File: src/rtl/ethernet_tx_arbiter_if.sv
// Stream bundle between the IP/ARP transmitters, the TX arbiter and the TEMAC.
// Every stream moves one beat on a rising clock edge where tvalid & tready are both high.
// tvalid must not wait for tready, and a sender holds tdata/tlast stable until the beat moves.
interface ethernet_tx_arbiter_if #(
    parameter int DATA_WIDTH = 8
);
    logic                  ip_tx_tvalid;
    logic [DATA_WIDTH-1:0] ip_tx_tdata;
    logic                  ip_tx_tlast;
    logic                  ip_tx_tready;
    logic [47:0]           ip_tx_dest_mac;

    logic                  arp_tx_tvalid;
    logic [DATA_WIDTH-1:0] arp_tx_tdata;
    logic                  arp_tx_tlast;
    logic                  arp_tx_tready;
    logic [47:0]           arp_tx_dest_mac;

    logic                  temac_tx_tvalid;
    logic [DATA_WIDTH-1:0] temac_tx_tdata;
    logic                  temac_tx_tlast;
    logic                  temac_tx_tready;

    // Requester and TEMAC side (testbench / surrounding system)
    modport master (
        output ip_tx_tvalid, ip_tx_tdata, ip_tx_tlast, ip_tx_dest_mac,
        input  ip_tx_tready,
        output arp_tx_tvalid, arp_tx_tdata, arp_tx_tlast, arp_tx_dest_mac,
        input  arp_tx_tready,
        input  temac_tx_tvalid, temac_tx_tdata, temac_tx_tlast,
        output temac_tx_tready
    );

    // Arbiter side
    modport slave (
        input  ip_tx_tvalid, ip_tx_tdata, ip_tx_tlast, ip_tx_dest_mac,
        output ip_tx_tready,
        input  arp_tx_tvalid, arp_tx_tdata, arp_tx_tlast, arp_tx_dest_mac,
        output arp_tx_tready,
        output temac_tx_tvalid, temac_tx_tdata, temac_tx_tlast,
        input  temac_tx_tready
    );
endinterface

File: src/rtl/ethernet_tx_arbiter.sv
// Per-frame round-robin arbiter sharing the TEMAC TX stream between IP and ARP senders.
// Adds the 14-byte Ethernet header and zero-pads short frames up to MIN_FRAME_BYTES.
module ethernet_tx_arbiter #(
    parameter int          DATA_WIDTH      = 8,
    parameter int          MIN_FRAME_BYTES = 60,
    parameter logic [15:0] IP_HEADER_TYPE  = 16'h0800,
    parameter logic [15:0] ARP_HEADER_TYPE = 16'h0806
) (
    input  logic                    clock,
    input  logic                    reset,
    input  logic [47:0]             temac_address,
    ethernet_tx_arbiter_if.slave    bus,
    output logic                    busy,
    output logic [1:0]              active_source,
    output logic [15:0]             ip_frame_count,
    output logic [15:0]             arp_frame_count,
    output logic [1:0]              fsm_state
);

    typedef enum logic [1:0] {
        IDLE    = 2'd0,
        HEADER  = 2'd1,
        PAYLOAD = 2'd2,
        PAD     = 2'd3
    } state_t;

    state_t                state;
    state_t                state_next;
    logic                  grant_arp;
    logic                  last_grant_arp;
    logic                  grant_next_arp;
    logic [15:0]           byte_count;
    logic [111:0]          header_q;

    logic                  request;
    logic                  xfer;
    logic                  src_tvalid;
    logic [DATA_WIDTH-1:0] src_tdata;
    logic                  src_tlast;
    logic                  min_reached;
    logic                  pad_last;

    assign fsm_state = state;
    assign request   = bus.ip_tx_tvalid | bus.arp_tx_tvalid;

    // On a tie the source that did not win last time gets the bus.
    assign grant_next_arp = bus.arp_tx_tvalid & (~bus.ip_tx_tvalid | ~last_grant_arp);

    assign src_tvalid  = grant_arp ? bus.arp_tx_tvalid : bus.ip_tx_tvalid;
    assign src_tdata   = grant_arp ? bus.arp_tx_tdata  : bus.ip_tx_tdata;
    assign src_tlast   = grant_arp ? bus.arp_tx_tlast  : bus.ip_tx_tlast;
    assign min_reached = ({1'b0, byte_count} + 17'd1) >= 17'(MIN_FRAME_BYTES);
    assign pad_last    = byte_count == 16'(MIN_FRAME_BYTES - 1);
    assign xfer        = bus.temac_tx_tvalid & bus.temac_tx_tready;

    always_ff @(posedge clock) begin
        if (reset) begin
            state <= IDLE;
        end else begin
            state <= state_next;
        end
    end

    always_comb begin
        state_next = state;
        case (state)
            IDLE:    if (request) state_next = HEADER;
            HEADER:  if (xfer && byte_count == 16'd13) state_next = PAYLOAD;
            PAYLOAD: if (xfer && src_tlast) state_next = min_reached ? IDLE : PAD;
            PAD:     if (xfer && pad_last) state_next = IDLE;
            default: state_next = IDLE;
        endcase
    end

    always_comb begin
        bus.temac_tx_tvalid = 1'b0;
        bus.temac_tx_tdata  = '0;
        bus.temac_tx_tlast  = 1'b0;
        bus.ip_tx_tready    = 1'b0;
        bus.arp_tx_tready   = 1'b0;
        busy                = state != IDLE;
        active_source       = 2'b00;
        case (state)
            HEADER: begin
                bus.temac_tx_tvalid = 1'b1;
                bus.temac_tx_tdata  = header_q[111:104];
            end
            PAYLOAD: begin
                bus.temac_tx_tvalid = src_tvalid;
                bus.temac_tx_tdata  = src_tdata;
                bus.temac_tx_tlast  = src_tlast & min_reached;
                if (grant_arp) begin
                    bus.arp_tx_tready = bus.temac_tx_tready;
                end else begin
                    bus.ip_tx_tready = bus.temac_tx_tready;
                end
            end
            PAD: begin
                bus.temac_tx_tvalid = 1'b1;
                bus.temac_tx_tlast  = pad_last;
            end
            default: ;
        endcase
        if (state != IDLE) begin
            active_source = grant_arp ? 2'b10 : 2'b01;
        end
    end

    // Header is shifted out MSB first, so the next header byte is always header_q[111:104].
    always_ff @(posedge clock) begin
        if (reset) begin
            grant_arp       <= 1'b0;
            last_grant_arp  <= 1'b1;
            byte_count      <= 16'd0;
            header_q        <= '0;
            ip_frame_count  <= 16'd0;
            arp_frame_count <= 16'd0;
        end else if (state == IDLE) begin
            if (request) begin
                grant_arp      <= grant_next_arp;
                last_grant_arp <= grant_next_arp;
                byte_count     <= 16'd0;
                header_q       <= grant_next_arp
                                ? {bus.arp_tx_dest_mac, temac_address, ARP_HEADER_TYPE}
                                : {bus.ip_tx_dest_mac,  temac_address, IP_HEADER_TYPE};
            end
        end else if (xfer) begin
            if (byte_count != 16'hFFFF) begin
                byte_count <= byte_count + 16'd1;
            end
            header_q <= {header_q[103:0], 8'h00};
            if (bus.temac_tx_tlast) begin
                if (grant_arp) begin
                    arp_frame_count <= arp_frame_count + 16'd1;
                end else begin
                    ip_frame_count <= ip_frame_count + 16'd1;
                end
            end
        end
    end

endmodule

File: src/flat_wrapper.sv
// flat-port wrapper written by rule: the top's interface ports become plain ports
module ethernet_tx_arbiter_flat 
#(
    parameter int          DATA_WIDTH      = 8,
    parameter int          MIN_FRAME_BYTES = 60,
    parameter logic [15:0] IP_HEADER_TYPE  = 16'h0800,
    parameter logic [15:0] ARP_HEADER_TYPE = 16'h0806
)
  (clock, reset, temac_address, busy, active_source, ip_frame_count, arp_frame_count, fsm_state, bus_ip_tx_tvalid, bus_ip_tx_tdata, bus_ip_tx_tlast, bus_ip_tx_dest_mac, bus_ip_tx_tready, bus_arp_tx_tvalid, bus_arp_tx_tdata, bus_arp_tx_tlast, bus_arp_tx_dest_mac, bus_arp_tx_tready, bus_temac_tx_tvalid, bus_temac_tx_tdata, bus_temac_tx_tlast, bus_temac_tx_tready);
  ethernet_tx_arbiter_if #(.DATA_WIDTH(DATA_WIDTH)) bus_i ();
  input  logic clock;
  input  logic reset;
  input  logic [47:0] temac_address;
  output logic busy;
  output logic [1:0] active_source;
  output logic [15:0] ip_frame_count;
  output logic [15:0] arp_frame_count;
  output logic [1:0] fsm_state;
  input wire logic [$bits(bus_i.ip_tx_tvalid)-1:0] bus_ip_tx_tvalid;
  input wire logic [$bits(bus_i.ip_tx_tdata)-1:0] bus_ip_tx_tdata;
  input wire logic [$bits(bus_i.ip_tx_tlast)-1:0] bus_ip_tx_tlast;
  input wire logic [$bits(bus_i.ip_tx_dest_mac)-1:0] bus_ip_tx_dest_mac;
  output wire logic [$bits(bus_i.ip_tx_tready)-1:0] bus_ip_tx_tready;
  input wire logic [$bits(bus_i.arp_tx_tvalid)-1:0] bus_arp_tx_tvalid;
  input wire logic [$bits(bus_i.arp_tx_tdata)-1:0] bus_arp_tx_tdata;
  input wire logic [$bits(bus_i.arp_tx_tlast)-1:0] bus_arp_tx_tlast;
  input wire logic [$bits(bus_i.arp_tx_dest_mac)-1:0] bus_arp_tx_dest_mac;
  output wire logic [$bits(bus_i.arp_tx_tready)-1:0] bus_arp_tx_tready;
  output wire logic [$bits(bus_i.temac_tx_tvalid)-1:0] bus_temac_tx_tvalid;
  output wire logic [$bits(bus_i.temac_tx_tdata)-1:0] bus_temac_tx_tdata;
  output wire logic [$bits(bus_i.temac_tx_tlast)-1:0] bus_temac_tx_tlast;
  input wire logic [$bits(bus_i.temac_tx_tready)-1:0] bus_temac_tx_tready;
  assign bus_i.ip_tx_tvalid = bus_ip_tx_tvalid;
  assign bus_i.ip_tx_tdata = bus_ip_tx_tdata;
  assign bus_i.ip_tx_tlast = bus_ip_tx_tlast;
  assign bus_i.ip_tx_dest_mac = bus_ip_tx_dest_mac;
  assign bus_ip_tx_tready = bus_i.ip_tx_tready;
  assign bus_i.arp_tx_tvalid = bus_arp_tx_tvalid;
  assign bus_i.arp_tx_tdata = bus_arp_tx_tdata;
  assign bus_i.arp_tx_tlast = bus_arp_tx_tlast;
  assign bus_i.arp_tx_dest_mac = bus_arp_tx_dest_mac;
  assign bus_arp_tx_tready = bus_i.arp_tx_tready;
  assign bus_temac_tx_tvalid = bus_i.temac_tx_tvalid;
  assign bus_temac_tx_tdata = bus_i.temac_tx_tdata;
  assign bus_temac_tx_tlast = bus_i.temac_tx_tlast;
  assign bus_i.temac_tx_tready = bus_temac_tx_tready;
  ethernet_tx_arbiter #(.DATA_WIDTH(DATA_WIDTH), .MIN_FRAME_BYTES(MIN_FRAME_BYTES), .IP_HEADER_TYPE(IP_HEADER_TYPE), .ARP_HEADER_TYPE(ARP_HEADER_TYPE)) u_core (.clock(clock), .reset(reset), .temac_address(temac_address), .bus(bus_i), .busy(busy), .active_source(active_source), .ip_frame_count(ip_frame_count), .arp_frame_count(arp_frame_count), .fsm_state(fsm_state));
endmodule
File: config.mk
export PLATFORM = sky130hd
export DESIGN_NAME = ethernet_tx_arbiter_flat
export DESIGN_NICKNAME = d
export VERILOG_FILES = /design/src/rtl/ethernet_tx_arbiter_if.sv /design/src/rtl/ethernet_tx_arbiter.sv /design/src/flat_wrapper.sv
export SDC_FILE = /design/constraint.sdc
export NUM_CORES = 1
export LEC_CHECK = 0
export BUFFER_PORTS_ARGS = -buffer_cell sky130_fd_sc_hd__buf_2
export CAP_MARGIN = 25
export CELL_PAD_IN_SITES_DETAIL_PLACEMENT = 1
export CELL_PAD_IN_SITES_GLOBAL_PLACEMENT = 1
export CORE_ASPECT_RATIO = 1.4
export CORE_MARGIN = 2
export CORE_UTILIZATION = 39
export DETAILED_ROUTE_END_ITERATION = 8
export GPL_ROUTABILITY_DRIVEN = 1
export PLACE_DENSITY_LB_ADDON = 0.1
export SLEW_MARGIN = 5
export SYNTH_ARGS = -nofsm -noshare
export SYNTH_HDL_FRONTEND = slang
export SYNTH_SLANG_ARGS = --single-unit
File: constraint.sdc
create_clock -name clock -period 3.68 [get_ports clock]
set_input_delay 0.736 -clock clock [delete_from_list [all_inputs] [get_ports clock]]
set_output_delay 0.736 -clock clock [all_outputs]
set_load 0.03 [all_outputs]
# Yosys cells after proc, flatten, opt, wreduce, memory -nomap -nowiden
# Cells that the tools add are included.
# word_totals
ramBits	0
latchBits	0
reg_bits	164
out_inout_bits	49
mem_count	0
rom_bits	0
in_bits	167
elab_cells	71
# classes
addsub	4
n_mux	26
n_div	0
n_bitwise	9
multipliers	0
order_cmp	1
shifts	0
n_reduce_logical	14
n_eq_ne	10
# ops
cell	n
112-bit 2-to-1 mux	4
16-bit 2-to-1 mux	4
16-bit by 1-bit adder with 16-bit output, second input constant	3
16-bit by 1-bit adder with 17-bit output, second input constant	1
17-bit by 6-bit greater-or-equal comparator with 1-bit output, second input constant	1
16-bit by 4-bit equality test with 1-bit output, second input constant	1
16-bit by 6-bit equality test with 1-bit output, second input constant	1
16-bit != test, second input constant	1
8-bit case mux with 2 select lines	1
2-bit 2-to-1 mux	7
4-bit AND reduction	3
8-bit 2-to-1 mux	1
2-bit by 1-bit != test with 1-bit output, second input constant	4
2-bit case mux with 4 select lines	1
1-bit 2-to-1 mux	6
2-bit nonzero test	3
2-bit equality test, second input constant	2
1-bit NOT	4
1-bit case mux with 2 select lines	2
2-bit AND reduction	2
1-bit bitwise AND	3
1-bit logical AND	3
3-bit AND reduction	1
2-bit by 1-bit equality test with 1-bit output, second input constant	1
3 further kinds	4

# Depth between registers and ports, before layout
# Gate-level depths: netlist of run 1.
# logic_depth
word_depth	7
depth_mapped	12
mapped_depth_nobuf	8

# Worst setup path before layout of run 1
# Ideal clock, no wire load.
# synth_timing
path_type	reg2out
startpoint	reg u_core.byte_count[0]
endpoint	out bus_temac_tx_tlast
path_slack_ns	0.809
n_path_buf	0
required_ns	2.944
path_stages_with_launch	8
t_arrival_ns	2.135
path_cell_list	dfxtp_1 > ha_1 > nand3_2 > or4b_4 > mux2i_2 > nand2_1 > nor2_1 > o2bb2ai_1
# synth_between
elab_chain_cells	4
elab_cells_between_ends	5
cone_classes	add/sub (1); order compare (1); eq/ne (1); mux (1); bitwise (1)
# synth_rtl
item	line	source
start, declared	ethernet_tx_arbiter.sv:32	logic [15:0] byte_count;
start signal, assigned	ethernet_tx_arbiter.sv:129	byte_count <= byte_count + 16'd1;
16-bit by 1-bit adder with 17-bit output	ethernet_tx_arbiter.sv:52	assign min_reached = ({1'b0, byte_count} + 17'd1) >= 17'(MIN_FRAME_BYTES);
17-bit by 6-bit greater-or-equal comparator with 1-bit output	ethernet_tx_arbiter.sv:52	
1-bit bitwise AND	ethernet_tx_arbiter.sv:91	bus.temac_tx_tlast = src_tlast & min_reached;
1-bit case mux with 2 select lines *	ethernet_tx_arbiter.sv:83	case (state)
end, declared	flat_wrapper.sv:31	output wire logic [$bits(bus_i.temac_tx_tlast)-1:0] bus_temac_tx_tlast;
# Every way passes the cells marked *; elsewhere a longest branch is shown, timed or not.

# Final worst setup path of run 1
# Ends and elaborated chain as after synthesis.

==> run summary, run 1 <==
Cell Pwr Density: 689 mW/mm2
Max Fclk: 288 MHz
RePlAce Congestion: 0.830
Setup crit start kind: flop
Post-synthesis async set-or-reset flop share: 0%
Main area contributors after synthesis: dfxtp_1 38%, mux2i_1 11%, a21oi_1 6.5%, nand2_1 6.3%, o211ai_1 4.5%
Clock edge transition at the registers on the reported setup and hold paths: 0.06 ns
Peak VDD IR: 0.591 mV
Count leader, synth: dfxtp_1
Synth-to-Final Area Change: 23.4%
Core area: 0.0199 mm2
TritonCTS sink count: 151
WL/cell: 16.9 um
PnR Total Power: 6.78 mW
Largest net degree at the start of global routing: 145
DRT iter0 DRCs: 430
First-pass GRT wire length: 38,400 um
Final setup vio count: 0
Antenna fix cells: 0
Antenna violations before repair: 1
Via Count: 7,708
IO Count: 216
Sum Neg Setup Slack: 0 ns
Die extent in x: 125 um
Clock skew: 0.0111 ns
Fin crit period: 3.47 ns
Critical Path End Type: primary output
#FFs+latches synth: 151
Layout cells sized above 1: 25.4%
Slew headroom: 47.5%
Remaining Overflow, GRT: 0
Mapped Nets: 1,143
# Max-Cap Violations: 0
Sequential share of the synthesized area: 37.9%
Syn. warnings: 0
Worst-path maximum fanout: 7
Maximum clock path buffer count: 2
# rows: 61
CTS buffer count: 17
Mapped Area: 0.00797 mm2
Hold WC Path Type: reg -> reg
CTS tree: built
Post-DRT Antenna Nets: 0
Nets: 1,314
Post-synth EDFFs: 0
Crit path kind: reg -> out
H-tree levels: 4
Starting Density: 40.0%
Tightest Pin Transition: 0.787 ns
Leakage: 4.06 nW
Final HPWL DP: 16,800 um
Tcrit/Tclk final: 94.3%
Fin cells: 1,403
Synth area leader: dfxtp_1
RSZ-0062 raised after global routing: no
Synth top cells by count: 151 x dfxtp_1, 134 x nand2_1, 103 x a21oi_1
DRT Pass-1 Iters: 4
Worst-Skew Late Latency: 0.42 ns
DP Cell Count: 1,372
Die ar.: 0.0216 mm2
# DRC: 0
CP Data Arrival Time: 2.74 ns
Total track usage: 21.6%
Cells after Synth: 968
Die extent in y: 173 um
Result of the run: completed
IO Port Bufs: 215
Post-Route WL: 23,700 um
Vias in the first global route: 7,664
Yosys top cell area share: 37.9%
Hold Vio Cnt, Final: 0
Avg Vias per Cell: 5.49
Root Driver: clkbuf_16
Hold_buf cts: 0
Required time of the critical path: 2.94 ns
Unique cell type count in the Yosys netlist: 59
Fin. max-slew vios: 0
Top_reg_cell synth: dfxtp_1
Syn avg cell area: 8.23 um2
state kept, by name, summed over array words and instances (netlist names):
signal and count:
u_core.arp_frame_count 16, u_core.grant_arp 1, u_core.last_grant_arp 1, u_core.header_q 99, u_core.byte_count 16, u_core.fsm_state 2
u_core.ip_frame_count 16
worst max-delay path, stage by stage (launching register included):
cell and delay [ns]:
dfxtp_1 0.44, ha_2 0.28, nand3_2 0.14, or4b_4 0.58
mux2i_2 0.28, nand2_1 0.09, nor2_1 0.19, o2bb2ai_1 0.11
buf_2 0.19
power by group:
part / total, mW / switching (mW) / internal [mW] / leakage [nW]
combinational: 2.64 / 1.61 / 1.03 / 2.54
sequential: 2.38 / 0.272 / 2.11 / 1.24
clock: 1.75 / 0.703 / 1.05 / 0.282
worst paths after layout:
kind / slack, ns / endpoint / startpoint / cells past startpoint
worst min register to register: 0.45 / u_core.header_q[97] / u_core.header_q[97] / 2
worst max register to register: 0.68 / u_core.ip_frame_count[9] / u_core.byte_count[0] / 9
worst max-delay path: 0.21 / bus_temac_tx_tlast / u_core.byte_count[0] / 8
worst min-delay path: 0.45 / u_core.header_q[97] / u_core.header_q[97] / 2
kinds of logic after synthesis:
group	Yosys count	share of synthesized area [%]
AOI/OAI and AO/OA	266	21.5
buffers and inverters	93	4.95
adders and majority gates	8	1.26
muxes	102	13.1
and+or+nand+nor	341	20.5
xor gates and xnor gates	7	0.770
DFF	151	37.9
area by class of cell:
cell class | instances | area, um2
Clock buffer | 21 | 470
Tap cell | 252 | 315
Clock inverter | 10 | 119
Fill cell | 2483 | 10100
Sequential cell | 151 | 3020
Multi-Input combinational cell | 724 | 4590
Inverter | 12 | 45.0
Timing Repair Buffer | 233 | 1260
layout by cell type (no fill, tap or decap), drive strengths merged, types with 12 or more instances in the layout:
cell	netlist	layout
or4	16	16
or3	15	15
o21ai	27	27
buf	20	233
nor2b	12	12
inv	11	13
o31ai	14	14
nand2	135	135
o211ai	48	48
dfxtp	151	151
clkbuf	61	21
a21oi	103	103
mux2i	92	92
nand3	24	24
a211oi	46	46
nor2	80	80
repair_timing:
action / CTS / global route
setup endpoints to repair: 0 / 1
setup buffers: 0 / 0
resized for setup: 0 / 1
layer usage:
metal  up-vias  track usage (%)  share of wire, %  routed length [um]
li1       3867                -                 -                   -
met2       160             39.7                52               12400
met5         -                0             0.046                  11
met4         2             5.34               1.1                 272
met3        25             3.71               3.8                 913
met1      3654             25.8                43               10100
per-stage QoR:
step	hold slack [ns]	worst slack [ns]	cell area, um2	utilization, %
2_1_floorplan	0.432	0.809	7970	-
3_3_place_gp	0.439	0.582	9240	46.4
3_5_place_dp	0.447	0.554	9240	46.4
4_1_cts	0.453	0.169	9820	49.3
5_1_grt	0.467	0.00837	9830	49.3
6_report	0.449	0.209	9830	49.3
Note: power is estimated with default switching activity, not from simulation.
==> inputs of run 2 (changes only) <==
- clock period: 3.68 -> 3.7 ns (I/O delays scaled with it)
==> run summary, run 2 (synthesis gave the netlist of run 1 again) <==
Synth-to-Final Area Change: 23.8%
IO Port Bufs: 215 (unchanged)
Post-DRT Antenna Nets: 0 (unchanged)
Clock skew: 0.0171 ns (+0.00600 ns)
Max Fclk: 286 MHz
Hold_buf cts: 0 (unchanged)
CP Data Arrival Time: 2.75 ns (about the same)
RePlAce Congestion: 0.857 (+3.3%)
Final setup vio count: 0 (unchanged)
Slew headroom: 47.5% (about the same)
Die extent in x: 125 um (unchanged)
Result of the run: completed
Clock edge transition at the registers on the reported setup and hold paths: 0.07 ns (about the same)
Critical Path End Type: primary output
Critical Path Max Stage Delay: 0.59 ns (about the same)
CTS buffer count: 17 (unchanged)
Worst-case reg-to-reg path depth: 9 (unchanged)
DRT iter0 DRCs: 461 (+7.2%)
Remaining Overflow, GRT: 0 (unchanged)
Required time of the critical path: 2.96 ns (+0.02 ns)
Antenna violations before repair: 2 (+1)
R2R Setup Slk: 0.72 ns (+0.04 ns)
Root Driver: clkbuf_16
Most frequent cells in the layout: 214 x buf_2, 151 x dfxtp_1, 133 x nand2_1
Register area: 0.00302 mm2 (unchanged)
H-tree levels: 4 (unchanged)
Hold depth: 2 (unchanged)
Final HPWL DP: 17,100 um (+1.7%)
Starting Density: 40.0% (unchanged)
CP max-delay cell: or4b_4
Avg Vias per Cell: 5.51 (+0.21%)
First-pass GRT wire length: 39,700 um (+3.3%)
DRT Pass-1 Iters: 4 (unchanged)
Tcrit/Tclk final: 94.4%
Hold_ws: 0.450 ns (+0.00184 ns)
Sum Neg Setup Slack: 0 ns (unchanged)
Largest net degree at the start of global routing: 70 (-52%)
Nets: 1,315 (+0.076%)
Hold Path End: u_core.header_q[92]
Via Count: 7,746 (+0.49%)
Tightest Pin Transition: 0.788 ns (+0.000112 ns)
Filler cells: 2,483 (unchanged)
RR Startpoint: u_core.fsm_state[0]
Maximum clock path buffer count: 2 (unchanged)
CTS tree: built
Die extent in y: 173 um (unchanged)
Worst-Skew Late Latency: 0.43 ns (about the same)
Top reg by flops: u_core.header_q
# DRC: 0 (unchanged)
Fin crit period: 3.49 ns
Leakage: 4.08 nW (+0.43%)
HP Start: u_core.header_q[92]
Vias in the first global route: 7,971 (+4.0%)
Worst r2r dst: u_core.ip_frame_count[1]
Core area: 0.0199 mm2 (unchanged)
Cell Pwr Density: 697 mW/mm2 (+1.1%)
Peak VDD IR: 0.326 mV (-45%)
Total track usage: 22.2% (+0.59 points)
IO Count: 216 (unchanged)
Setup crit start kind: flop
# Max-Cap Violations: 0 (unchanged)
Worst-path maximum fanout: 7 (unchanged)
Commonest non-fill, non-tap cell in the layout: buf_2
Die ar.: 0.0216 mm2 (unchanged)
WL/cell: 17.2 um (+1.9%)
# rows: 61 (unchanged)
Layout cells sized above 1: 25.4% (+0.043 points)
Max reg flops: 99 (unchanged)
RSZ-0062 raised after global routing: no
Fin. max-slew vios: 0 (unchanged)
TritonCTS sink count: 151 (unchanged)
Multi-input gate area: 0.00459 mm2 (unchanged)
Post-Route WL: 24,300 um (+2.2%)
Hold WC Path Type: reg -> reg
Hold Vio Cnt, Final: 0 (unchanged)
Crit path kind: reg -> out
Cell Chain, Critical Path: ha_2 -> nand3_2 -> or4b_4 -> mux2i_2 -> nand2_1 -> nor2_1 -> o2bb2ai_1 -> buf_2
## run 2: cell types whose count changed in the layout (fill, tap and decap cells not counted), moves of 2 or more
| cell | previous run | this run |
|---|---|---|
| clkinv_4 | 1 | 3 |
| clkbuf_8 | 3 | 0 |
| bufinv_16 | 2 | 4 |
| diode_2 | 0 | 2 |
| buf_4 | 15 | 17 |
## run 2: worst max-delay path: cells and delay by family (launching register included)
family	cells	cell delay [ns]
buf+inv	1	0.19
mux	1	0.31
flops	1	0.43
compound gates	1	0.11
fa+ha+maj	1	0.28
simple gates	4	1.01
## run 2: where the power goes
group | internal [mW] | total, mW | switching (mW)
clock | 1.14 | 1.88 | 0.737
combinational | 1.02 | 2.62 | 1.61
sequential | 2.10 | 2.37 | 0.277
total | 4.25 | 6.87 | 2.62
## run 2: per-stage QoR
| step | total power, mW | setup slack [ns] | cells | util [%] | instance area (um2) |
|---|---|---|---|---|---|
| after floorplan | 4.25 | 0.825 | 968 | - | 7970 |
| after global placement | 4.99 | 0.634 | 1373 | 46.3 | 9230 |
| after detailed placement | 5.04 | 0.605 | 1373 | 46.3 | 9230 |
| after CTS | 6.96 | 0.171 | 1405 | 49.5 | 9860 |
| after global routing | 7.35 | 0.0416 | 1406 | 49.5 | 9860 |
| final | 6.87 | 0.206 | 1407 | 49.5 | 9870 |
## run 2: timing repair
item,CTS,global route
endpoints found under the setup margin,0,1
buffers inserted,0,0
endpoints found under the hold margin,0,0
resized for setup,0,1
## run 2: final cells by class
cell class,count,share of cell area (%)
Multi-Input combinational cell,724,46.5
Sequential cell,151,30.6
Timing Repair Buffer,234,12.8
Clock buffer,19,4.39
Tap cell,252,3.20
Clock inverter,13,1.98
Inverter,12,0.457
Antenna cell,2,0.0507
## run 2: per-layer routing
layer  part of all wire [%]  vias up  track usage (%)
met5                  0.029        -                0
met3                    4.1       26             4.08
li1                       -     3877                -
met1                     42     3670             26.2
met4                    1.7        2             6.69
met2                     52      171             40.5
## run 2: how the worst max path moves through the flow
stage / startpoint / slack [ns] / cells after the start / endpoint
floorplan: u_core.byte_count[0] / 0.82 / 7 / bus_temac_tx_tlast
finish: u_core.byte_count[0] / 0.21 / 8 / bus_temac_tx_tlast
detailed placement: bus_ip_tx_tvalid / 0.60 / 9 / u_core.ip_frame_count[1]
CTS: u_core.byte_count[0] / 0.17 / 8 / bus_temac_tx_tlast
global route: u_core.byte_count[0] / 0.04 / 8 / bus_temac_tx_tlast
global placement: bus_ip_tx_tvalid / 0.63 / 9 / u_core.ip_frame_count[1]
==> inputs of run 3 (changes only) <==
- CELL_PAD_IN_SITES_DETAIL_PLACEMENT: 1 -> not set
- CELL_PAD_IN_SITES_GLOBAL_PLACEMENT: 1 -> not set
- CORE_UTILIZATION: 39 -> 40
- PLACE_DENSITY_LB_ADDON: 0.1 -> not set
==> run summary, run 3 (synthesis gave the netlist of run 1 again) <==
Remaining Overflow, GRT: 0 (unchanged)
CTS buffer count: 17 (unchanged)
Commonest non-fill, non-tap cell in the layout: buf_2
Die extent in y: 171 um (-1.2%)
Antenna violations before repair: 0 (-2)
Total track usage: 20.0% (-2.1 points)
Fin crit period: 3.47 ns (-0.0246 ns)
WL/cell: 15.2 um (-12%)
Switching Share: 38.4% (+0.26 points)
Largest net degree at the start of global routing: 88 (+26%)
First-pass GRT wire length: 33,500 um (-15%)
Hold Vio Cnt, Final: 0 (unchanged)
# Max-Cap Violations: 0 (unchanged)
Root Driver: clkbuf_16
Crit path kind: reg -> out
DRT Pass-1 Iters: 5 (+1)
Clock skew: 0.00877 ns (-0.00838 ns)
Maximum clock path buffer count: 2 (unchanged)
Hold_ws: 0.451 ns (+0.000936 ns)
Tightest Pin Transition: 0.972 ns (+0.185 ns)
Most frequent cells in the layout: 214 x buf_2, 151 x dfxtp_1, 133 x nand2_1
Antenna fix cells: 0 (-2)
DRT iter0 DRCs: 329 (-29%)
Nets: 1,312 (-0.23%)
Flop pwr share: 35.5% (+1.0 points)
Slew headroom: 34.9% (-13 points)
Vias in the first global route: 6,856 (-14%)
Tcrit/Tclk final: 93.8% (-0.67 points)
Result of the run: completed
Worst-Skew Late Latency: 0.43 ns (about the same)
RePlAce Congestion: 0.825 (-3.7%)
Setup crit start kind: flop
Leakage: 4.05 nW (-0.68%)
IO Count: 216 (unchanged)
Post-DRT Antenna Nets: 0 (unchanged)
Avg Vias per Cell: 5.38 (-2.4%)
Sum Neg Setup Slack: 0 ns (unchanged)
Critical Path End Type: primary output
Max Fclk: 288 MHz (+0.71%)
IO Port Bufs: 215 (unchanged)
Cell Pwr Density: 679 mW/mm2 (-2.5%)
Hold WC Path Type: reg -> reg
PnR Total Power: 6.66 mW (-3.1%)
# rows: 61 (unchanged)
Clock power frac: 26.3% (-1.0 points)
Final worst-path setup slack: 0.230 ns (+0.0246 ns)
Hold_buf cts: 0 (unchanged)
RSZ-0062 raised after global routing: no
Clock edge transition at the registers on the reported setup and hold paths: 0.06 ns (about the same)
# DRC: 0 (unchanged)
Layout cells sized above 1: 25.3% (-0.11 points)
Fin. max-slew vios: 0 (unchanged)
CP Data Arrival Time: 2.73 ns (-0.02 ns)
Final HPWL DP: 15,000 um (-12%)
P_int: 4.11 mW (-3.5%)
Place WS: 0.663 ns (+0.0580 ns)
Net Switching: 2.56 mW (-2.5%)
Required time of the critical path: 2.96 ns (about the same)
Synth-to-Final Area Change: 23.1%
Peak VDD IR: 0.352 mV (+7.9%)
Starting Density: 40.5% (+0.47 points)
Max reg flops: 99 (unchanged)
Die extent in x: 123 um (-1.2%)
Core area: 0.0197 mm2 (-1.1%)
Post-Route WL: 21,300 um (-12%)
H-tree levels: 4 (unchanged)
Die ar.: 0.0211 mm2 (-2.4%)
Worst-path maximum fanout: 7 (unchanged)
Setup bufs post-CTS: 0 (unchanged)
TritonCTS sink count: 151 (unchanged)
Top reg by flops: u_core.header_q
Final setup vio count: 0 (unchanged)
Post-CTS Resized: 0 (unchanged)
Combinational power share: 38.2% (about the same)
Via Count: 7,536 (-2.7%)
CTS tree: built
-- run 3: changes by cell type in the layout (fill, tap and decap cells not counted) --
cell        change
buf_4           -3
bufinv_16       -2
clkbuf_1        -2
clkinv_2        +1
clkinvlp_4      +1
diode_2         -2
ha_1            +1
ha_2            -1
inv_8           +2
-- run 3: path summary, 6_finish.rpt --
check	from	endpoint	slack (ns)	cells past startpoint
worst max-delay path	u_core.byte_count[0]	bus_temac_tx_tlast	0.23	8
worst min register to register	u_core.header_q[103]	u_core.header_q[103]	0.45	2
worst min-delay path	u_core.header_q[103]	u_core.header_q[103]	0.45	2
worst max register to register	u_core.byte_count[0]	u_core.arp_frame_count[15]	0.74	9
-- run 3: critical path, cell delays in order (launching register included) --
cell and delay, ns:
dfxtp_1 0.42, ha_1 0.30, nand3_2 0.15, or4_4 0.47
nor3_1 0.26, o221ai_2 0.20, nor2_1 0.22, o2bb2ai_1 0.10
buf_2 0.18
-- run 3: final cells by class --
type	count	area (um2)
clock inverters	15	170
clock buffers	17	425
fillers	2000	9890
flip-flops and latches	151	3020
inverters	12	45.0
well taps	252	315
multi-input cells	724	4590
repair buffers	231	1240
-- run 3: through the flow --
step                area, um2  util [%]  std cells
finish                   9800      49.8       1402
global route             9800      49.8       1402
CTS                      9800      49.8       1402
detailed placement       9210      46.8       1370
global placement         9210      46.8       1370
floorplan                7970         -        968
-- run 3: power by group through the flow --
stage          clock (mW)  sequential [mW]  combinational [mW]
2_1_floorplan           0             2.32                1.93
3_3_place_gp            0             2.39                2.54
6_report             1.75             2.36                2.54
4_1_cts              1.79             2.37                2.58
5_1_grt              1.85             2.42                2.86
3_5_place_dp            0             2.40                2.56
-- run 3: routing by layer --
metal	vias to the layer above	global-route usage, %	wire length, um
met4	0	6.42	344
li1	3876	-	-
met1	3444	24.7	9240
met5	-	0	0
met2	195	33.8	10500
met3	21	5.10	1180
